$ cat src/rtl/parking_pkg.sv
// Shared definitions for the car-park gate controllers: FSM state encodings and
// active-low 7-segment glyphs in bit order {g,f,e,d,c,b,a}.
package parking_pkg;

   typedef enum logic [2:0] {
      IDLE       = 3'd0,
      WAIT_TOKEN = 3'd1,
      DENY       = 3'd2,
      OPEN       = 3'd3,
      STOP       = 3'd4
   } state_t;

   localparam logic [6:0] SEG_BLANK = 7'h7F;
   localparam logic [6:0] SEG_E     = 7'b000_0110;
   localparam logic [6:0] SEG_H     = 7'b000_1001;
   localparam logic [6:0] SEG_6     = 7'b000_0010;
   localparam logic [6:0] SEG_0     = 7'b100_0000;
   localparam logic [6:0] SEG_5     = 7'b001_0010;
   localparam logic [6:0] SEG_P     = 7'b000_1100;

endpackage

$ cat src/rtl/parking_occupancy_cnt.sv
// Saturating up/down occupancy counter; simultaneous inc and dec cancel out.
// lot_full is registered together with the count.
module parking_occupancy_cnt #(
   parameter int CAPACITY = 15,
   parameter int CNT_W    = 4
) (
   input  logic             clk,
   input  logic             rst_n,
   input  logic             inc,
   input  logic             dec,
   output logic [CNT_W-1:0] occupancy,
   output logic             lot_full
);

   localparam logic [CNT_W-1:0] CAP = CNT_W'(CAPACITY);

   logic [CNT_W-1:0] occ_nxt;

   always_comb begin
      occ_nxt = occupancy;
      if (inc && !dec && occupancy != CAP)
         occ_nxt = occupancy + 1'b1;
      else if (dec && !inc && occupancy != '0)
         occ_nxt = occupancy - 1'b1;
   end

   always_ff @(posedge clk or negedge rst_n) begin
      if (!rst_n) begin
         occupancy <= '0;
         lot_full  <= 1'b0;
      end else begin
         occupancy <= occ_nxt;
         lot_full  <= (occ_nxt == CAP);
      end
   end

endmodule

$ cat src/rtl/parking_exit_gate.sv
// Exit-side gate controller: token check, tailgate stop, lamps, 7-seg and occupancy.
// Optional EXIT_TIMEOUT_EN: DENY falls back to IDLE after TIMEOUT_CYC cycles.
module parking_exit_gate
   import parking_pkg::*;
#(
   parameter logic [1:0] EXIT_CODE   = 2'b11,
   parameter int         WAIT_CYC    = 3,
   parameter int         CAPACITY    = 15,
   parameter int         CNT_W       = 4,
   parameter int         TIMEOUT_CYC = 16
) (
   input  logic             clock_in,
   input  logic             rst_in,
   input  logic             Inner_Sensor,
   input  logic             Outer_Sensor,
   input  logic [1:0]       token,
   input  logic             entry_event,
   output logic             G_LED,
   output logic             R_LED,
   output logic [6:0]       HEX_1,
   output logic [6:0]       HEX_2,
   output logic [CNT_W-1:0] occupancy,
   output logic             lot_full,
   output logic             exit_event
);

   localparam int WAIT_W = $clog2(WAIT_CYC + 2);
   localparam logic [WAIT_W-1:0] WAIT_LIM = WAIT_W'(WAIT_CYC);

   if (CAPACITY >= 2**CNT_W || TIMEOUT_CYC < 1) begin : g_bad_cfg
      $error("parking_exit_gate: CAPACITY must fit in CNT_W and TIMEOUT_CYC must be >= 1");
   end

   state_t            ps, ns;
   logic [WAIT_W-1:0] cnt_wait;
   logic              tok_ok, timeout;
   logic              g_nxt, r_nxt;
   logic [6:0]        hex1_nxt, hex2_nxt;

   assign tok_ok = (token == EXIT_CODE);

`ifdef EXIT_TIMEOUT_EN
   localparam int TMR_W = $clog2(TIMEOUT_CYC + 1);
   localparam logic [TMR_W-1:0] TMR_LAST = TMR_W'(TIMEOUT_CYC - 1);
   logic [TMR_W-1:0] deny_tmr;

   // Timer idles at zero outside DENY, so every DENY visit starts fresh.
   always_ff @(posedge clock_in or negedge rst_in) begin
      if (!rst_in)         deny_tmr <= '0;
      else if (ps == DENY) deny_tmr <= deny_tmr + 1'b1;
      else                 deny_tmr <= '0;
   end
   assign timeout = (ps == DENY) && (deny_tmr == TMR_LAST);
`else
   assign timeout = 1'b0;
`endif

   always_ff @(posedge clock_in or negedge rst_in) begin
      if (!rst_in) begin
         ps       <= IDLE;
         cnt_wait <= '0;
      end else begin
         ps       <= ns;
         cnt_wait <= (ps == WAIT_TOKEN && ns == WAIT_TOKEN) ? cnt_wait + 1'b1 : '0;
      end
   end

   always_comb begin
      ns = ps;
      case (ps)
         IDLE:       if (Inner_Sensor) ns = WAIT_TOKEN;
         WAIT_TOKEN: if (cnt_wait > WAIT_LIM) ns = tok_ok ? OPEN : DENY;
         DENY: begin
            // A valid token beats both back-away and timeout.
            if (tok_ok)             ns = OPEN;
            else if (!Inner_Sensor) ns = IDLE;
            else if (timeout)       ns = IDLE;
         end
         OPEN: begin
            if (Inner_Sensor && Outer_Sensor) ns = STOP;
            else if (Outer_Sensor)            ns = IDLE;
         end
         STOP:       if (tok_ok) ns = OPEN;
         default:    ns = IDLE;
      endcase
   end

   always_comb begin
      g_nxt    = 1'b0;
      r_nxt    = 1'b0;
      hex1_nxt = SEG_BLANK;
      hex2_nxt = SEG_BLANK;
      case (ps)
         WAIT_TOKEN: begin r_nxt = 1'b1;   hex1_nxt = SEG_E; hex2_nxt = SEG_H; end
         DENY:       begin r_nxt = ~R_LED; hex1_nxt = SEG_E; hex2_nxt = SEG_E; end
         OPEN:       begin g_nxt = ~G_LED; hex1_nxt = SEG_6; hex2_nxt = SEG_0; end
         STOP:       begin r_nxt = ~R_LED; hex1_nxt = SEG_5; hex2_nxt = SEG_P; end
         default:    ;
      endcase
   end

   always_ff @(posedge clock_in or negedge rst_in) begin
      if (!rst_in) begin
         G_LED      <= 1'b0;
         R_LED      <= 1'b0;
         HEX_1      <= SEG_BLANK;
         HEX_2      <= SEG_BLANK;
         exit_event <= 1'b0;
      end else begin
         G_LED      <= g_nxt;
         R_LED      <= r_nxt;
         HEX_1      <= hex1_nxt;
         HEX_2      <= hex2_nxt;
         exit_event <= (ps == OPEN) && (ns == IDLE);
      end
   end

   parking_occupancy_cnt #(
      .CAPACITY (CAPACITY),
      .CNT_W    (CNT_W)
   ) u_occ (
      .clk       (clock_in),
      .rst_n     (rst_in),
      .inc       (entry_event),
      .dec       (exit_event),
      .occupancy (occupancy),
      .lot_full  (lot_full)
   );

endmodule

$ cat config.mk
export PLATFORM = sky130hd
export DESIGN_NAME = parking_exit_gate
export DESIGN_NICKNAME = d
export VERILOG_FILES = /design/src/rtl/parking_pkg.sv /design/src/rtl/parking_occupancy_cnt.sv /design/src/rtl/parking_exit_gate.sv
export SDC_FILE = /design/constraint.sdc
export NUM_CORES = 1
export LEC_CHECK = 0
export BUFFER_PORTS_ARGS = -buffer_cell sky130_fd_sc_hd__buf_2
export CAP_MARGIN = 15
export CORE_ASPECT_RATIO = 0.6
export CORE_MARGIN = 4
export CORE_UTILIZATION = 49
export CTS_BUF_LIST = sky130_fd_sc_hd__clkbuf_8
export CTS_CLUSTER_DIAMETER = 200
export CTS_CLUSTER_SIZE = 24
export DETAILED_ROUTE_END_ITERATION = 8
export PLACE_DENSITY_LB_ADDON = 0.15
export SYNTH_ARGS = -nofsm -noshare
export SYNTH_HDL_FRONTEND = slang
export SYNTH_SLANG_ARGS = --single-unit
$ cat constraint.sdc
create_clock -name clock_in -period 2.16 [get_ports clock_in]
set_clock_uncertainty 0.05 [all_clocks]
set_input_delay 0.216 -clock clock_in [delete_from_list [all_inputs] [get_ports clock_in]]
set_output_delay 0.216 -clock clock_in [all_outputs]
set_load 0.02 [all_outputs]
==> run_summary.xml <==
<?xml version="1.0" encoding="UTF-8"?>
<metrics>
  <group name="grt">
    <metric name="grt_pass1_wl" unit="mm">3.70</metric>
    <metric name="grt_overflow" unit="">0</metric>
    <metric name="grt_pass1_vias" unit="">781</metric>
    <metric name="pin_count_of_the_biggest_net_entering_global_routing" unit="">23</metric>
    <metric name="grt_usage" unit="%">14.9</metric>
    <metric name="antenna_violations_before_repair" unit="">0</metric>
  </group>
  <group name="placement">
    <metric name="routabilityCongestion" unit="">0.841</metric>
    <metric name="hpwl" unit="mm">1.68</metric>
    <metric name="number_of_cells_after_detailed_placement" unit="">160</metric>
    <metric name="count_of_input_and_output_buffers" unit="">27</metric>
    <metric name="dpl-instance-area" unit="mm^2">0.00123</metric>
  </group>
  <group name="power_and_ir_drop">
    <metric name="cellPowerDensity" unit="mW/mm^2">1520</metric>
    <metric name="p_switching" unit="mW">0.814</metric>
    <metric name="intPower" unit="mW">1.18</metric>
    <metric name="vdd_ir_drop_max" unit="mV">0.791</metric>
    <metric name="netSwitchingFraction" unit="%">40.8</metric>
    <metric name="leakagePower" unit="nW">0.625</metric>
    <metric name="combinationalPowerShare" unit="%">43.0</metric>
    <metric name="power.clock.fraction" unit="%">18.7</metric>
    <metric name="power.sequential.fraction" unit="%">38.3</metric>
  </group>
  <group name="setup_path">
    <metric name="worst_path_largest_cell_delay" unit="ns">0.47</metric>
    <metric name="critical_path.reg2reg.startpoint" unit="">u_occ.occupancy[2]$_DFF_PN0_</metric>
    <metric name="cpMaxStageDelayCell" unit="">dfrtp_1</metric>
    <metric name="regToRegSetupSlack" unit="ns">0.42</metric>
    <metric name="crit_chain" unit="">or3_1 -&gt; or2_1 -&gt; a311o_1 -&gt; o211a_1</metric>
    <metric name="worst-endpoint-required" unit="ns">2.26</metric>
    <metric name="criticalPathCategory" unit="">reg2reg</metric>
    <metric name="setup.worst_path.end_class" unit="">flip-flop</metric>
    <metric name="regToRegEndpoint" unit="">u_occ.lot_full$_DFF_PN0_</metric>
    <metric name="worst_setup_path_start_kind" unit="">flip-flop</metric>
    <metric name="path_max_fanout" unit="">9</metric>
    <metric name="worst-r2r-cell-count" unit="">4</metric>
    <metric name="crit_arrival" unit="ns">1.84</metric>
  </group>
  <group name="synth">
    <metric name="synth_area_leader_cell" unit="">dfrtp_1</metric>
    <metric name="netlist_area" unit="mm^2">0.00111</metric>
    <metric name="synth-async-reset-ratio" unit="%">100</metric>
    <metric name="synth.top_cell.area_share" unit="%">31.6</metric>
    <metric name="ys_top_cells_by_count" unit="">14 x dfrtp_1, 8 x dfstp_2, 8 x nand2_1</metric>
    <metric name="ys.flop_type" unit="">dfrtp_1</metric>
    <metric name="synth_warnings" unit="">0</metric>
    <metric name="post_synth_num_cell_types" unit="">40</metric>
    <metric name="yosys.cell_count.top_type" unit="">dfrtp_1</metric>
    <metric name="synth_sequential_area_ratio" unit="%">50.5</metric>
    <metric name="synthCells" unit="">111</metric>
    <metric name="syn_nets" unit="">122</metric>
    <metric name="synth-edff-count" unit="">0</metric>
    <metric name="ys_top_cells_by_area" unit="">dfrtp_1 32%, dfstp_2 19%, ha_1 4.5%</metric>
    <metric name="yosys_register_bits" unit="">22</metric>
    <metric name="avgSynthCellArea" unit="um^2">10.0</metric>
  </group>
  <group name="cells_and_area">
    <metric name="ff_latch_area" unit="um^2">561</metric>
    <metric name="layoutNonFillerInstCount" unit="">165</metric>
    <metric name="syn_to_final_growth" unit="%">18.2</metric>
    <metric name="fillerInstances" unit="">177</metric>
    <metric name="layout-drive-gt1-share" unit="%">31.1</metric>
    <metric name="diodes" unit="">0</metric>
    <metric name="finalCoreUtilization" unit="%">60.6</metric>
    <metric name="net_count_final" unit="">147</metric>
    <metric name="fin_area" unit="mm^2">0.00131</metric>
    <metric name="multi_input_comb_area" unit="um^2">470</metric>
  </group>
  <group name="drt">
    <metric name="detailedRoute.firstPassIterationCount" unit="">4</metric>
    <metric name="detail_route.vias_per_cell" unit="">5.26</metric>
    <metric name="first_iter_violations" unit="">52</metric>
    <metric name="ant_nets" unit="">0</metric>
    <metric name="avgRoutedWirePerCell" unit="um">13.3</metric>
    <metric name="via_count" unit="">868</metric>
    <metric name="drcViolationCount" unit="">0</metric>
    <metric name="finalWirelength" unit="mm">2.19</metric>
  </group>
  <group name="sta">
    <metric name="setup-tns-final" unit="ns">0</metric>
    <metric name="setup-violations-final" unit="">0</metric>
    <metric name="final_max_slew_viol_count" unit="">0</metric>
    <metric name="grt_setup_unrepaired" unit="">no</metric>
    <metric name="min_period_over_period" unit="%">80.5</metric>
    <metric name="holdWs" unit="ns">0.117</metric>
    <metric name="report.final.hold_viol_count" unit="">0</metric>
    <metric name="timing.fmax" unit="GHz">0.575</metric>
    <metric name="crit_path_time_final" unit="ns">1.74</metric>
  </group>
  <group name="min_path">
    <metric name="worst_hold_path_type" unit="">in2reg</metric>
    <metric name="timing.hold.worst_endpoint" unit="">exit_event$_DFF_PN0_</metric>
    <metric name="hold_start" unit="">Inner_Sensor</metric>
    <metric name="timing.hold.worst_path_depth" unit="">2</metric>
  </group>
  <group name="die">
    <metric name="floorplan.die.width" unit="um">69.4</metric>
    <metric name="initial_core_util" unit="%">51.3</metric>
    <metric name="placeable_core_region" unit="mm^2">0.00216</metric>
    <metric name="floorplan.rows" unit="">13</metric>
    <metric name="chipHeight" unit="um">44.9</metric>
    <metric name="num_io_pins" unit="">29</metric>
    <metric name="die_area" unit="mm^2">0.00312</metric>
  </group>
  <group name="cts">
    <metric name="cts.path.max_buffers" unit="">2</metric>
    <metric name="worstSkewPairLatency" unit="ns">0.26</metric>
    <metric name="cts_num_sinks" unit="">22</metric>
    <metric name="cts_root_buf" unit="">clkbuf_8</metric>
    <metric name="cts_htree_levels" unit="">1</metric>
    <metric name="postCtsResizedCells" unit="">0</metric>
    <metric name="cts_buffers" unit="">3</metric>
    <metric name="clkSlewWorstSetupHoldPaths" unit="ns">0.07</metric>
    <metric name="tritoncts" unit="">yes</metric>
    <metric name="cts_setup_buffers" unit="">0</metric>
  </group>
  <group name="status">
    <metric name="run_status" unit="">complete, no violations</metric>
  </group>
  <group name="run">
    <metric name="timing.max_cap.violations" unit="">0</metric>
  </group>
</metrics>
[kinds of logic after synthesis]
kind of cell               share of synthesized area [%]
other                                              0.338
AOI/OAI and AO/OA                                   13.4
and+or+nand+nor                                     21.8
buffers and inverters                               7.10
xor gates and xnor gates                            2.37
DFF                                                 50.5
adders and majority gates                           4.51
[worst max-delay path by stage]
| stage | start | end | slack, ns | cells past startpoint |
|---|---|---|---|---|
| finish | u_occ.occupancy[2]$_DFF_PN0_ | u_occ.lot_full$_DFF_PN0_ | 0.42 | 4 |
| global route | u_occ.occupancy[0]$_DFF_PN0_ | u_occ.occupancy[1]$_DFF_PN0_ | 0.34 | 6 |
| CTS | u_occ.occupancy[2]$_DFF_PN0_ | u_occ.lot_full$_DFF_PN0_ | 0.44 | 4 |
| detailed placement | u_occ.occupancy[0]$_DFF_PN0_ | u_occ.lot_full$_DFF_PN0_ | 0.45 | 4 |
| global placement | u_occ.occupancy[2]$_DFF_PN0_ | u_occ.lot_full$_DFF_PN0_ | 0.47 | 4 |
| floorplan | u_occ.occupancy[0]$_DFF_PN0_ | u_occ.lot_full$_DFF_PN0_ | 0.44 | 4 |
[flip-flops by register name (all words and copies together), names as in the netlist]
| signal | count |
|---|---|
| exit_event | 1 |
| HEX_1 | 2 |
| cnt_wait | 3 |
| u_occ.lot_full | 1 |
| HEX_2 | 6 |
| ps | 3 |
| R_LED | 1 |
| u_occ.occupancy | 4 |
| G_LED | 1 |
[routing by layer]
layer | GRT usage (%) | share of wire [%] | vias to the layer above
li1 | - | - | 430
met1 | 22.2 | 49 | 404
met2 | 21.8 | 42 | 34
met3 | 5.33 | 9.0 | 0
met4 | 1.17 | 0 | 0
met5 | 0 | 0 | -
[stage by stage]
stage,power [mW],setup WS (ns)
finish,1.99,0.422
global route,2.13,0.338
CTS,2.01,0.442
detailed placement,1.63,0.450
global placement,1.61,0.468
floorplan,1.40,0.444
[cells in the final DEF (no fill, tap or decap), types with 2 or more instances in the layout]
| cell | count |
|---|---|
| nand2_1 | 8 |
| ha_1 | 4 |
| dfrtp_1 | 14 |
| nand3_1 | 4 |
| o22ai_1 | 2 |
| buf_2 | 27 |
| a21oi_1 | 6 |
| dfstp_2 | 8 |
| or3_1 | 2 |
| xor2_1 | 2 |
| nor3_1 | 4 |
| a32oi_1 | 2 |
| inv_1 | 6 |
| nor2_1 | 7 |
| nor4_1 | 2 |
| nand2b_1 | 4 |
| clkbuf_8 | 3 |
| nor2b_1 | 3 |
| o21ai_0 | 4 |
[worst max-delay path, delay by kind of cell (launching register included)]
kind / cells / cell delay, ns
AO/OA/AOI/OAI: 2 / 0.46
flip-flops: 1 / 0.47
AND/OR/NAND/NOR: 2 / 0.65
[final cells by class]
cell class	count	area share, %
Sequential cell	22	42.7
Clock inverter	1	2.29
Clock buffer	3	3.15
Timing Repair Buffer	28	11.1
Multi-Input combinational cell	74	35.9
Tap cell	30	2.86
Inverter	7	2.00
[power by group through the flow]
stage | combinational [mW] | sequential (mW) | clock (mW)
global route | 0.942 | 0.791 | 0.399
detailed placement | 0.859 | 0.769 | 0
global placement | 0.845 | 0.761 | 0
CTS | 0.864 | 0.762 | 0.385
finish | 0.857 | 0.764 | 0.372
floorplan | 0.503 | 0.893 | 0
[timing repair]
| action | CTS | global route |
|---|---|---|
| hold buffers | 1 | 0 |
| setup endpoints to repair | 0 | 0 |
| hold endpoints to repair | 14 | 0 |
No activity file was read; power rests on OpenSTA's default activity.
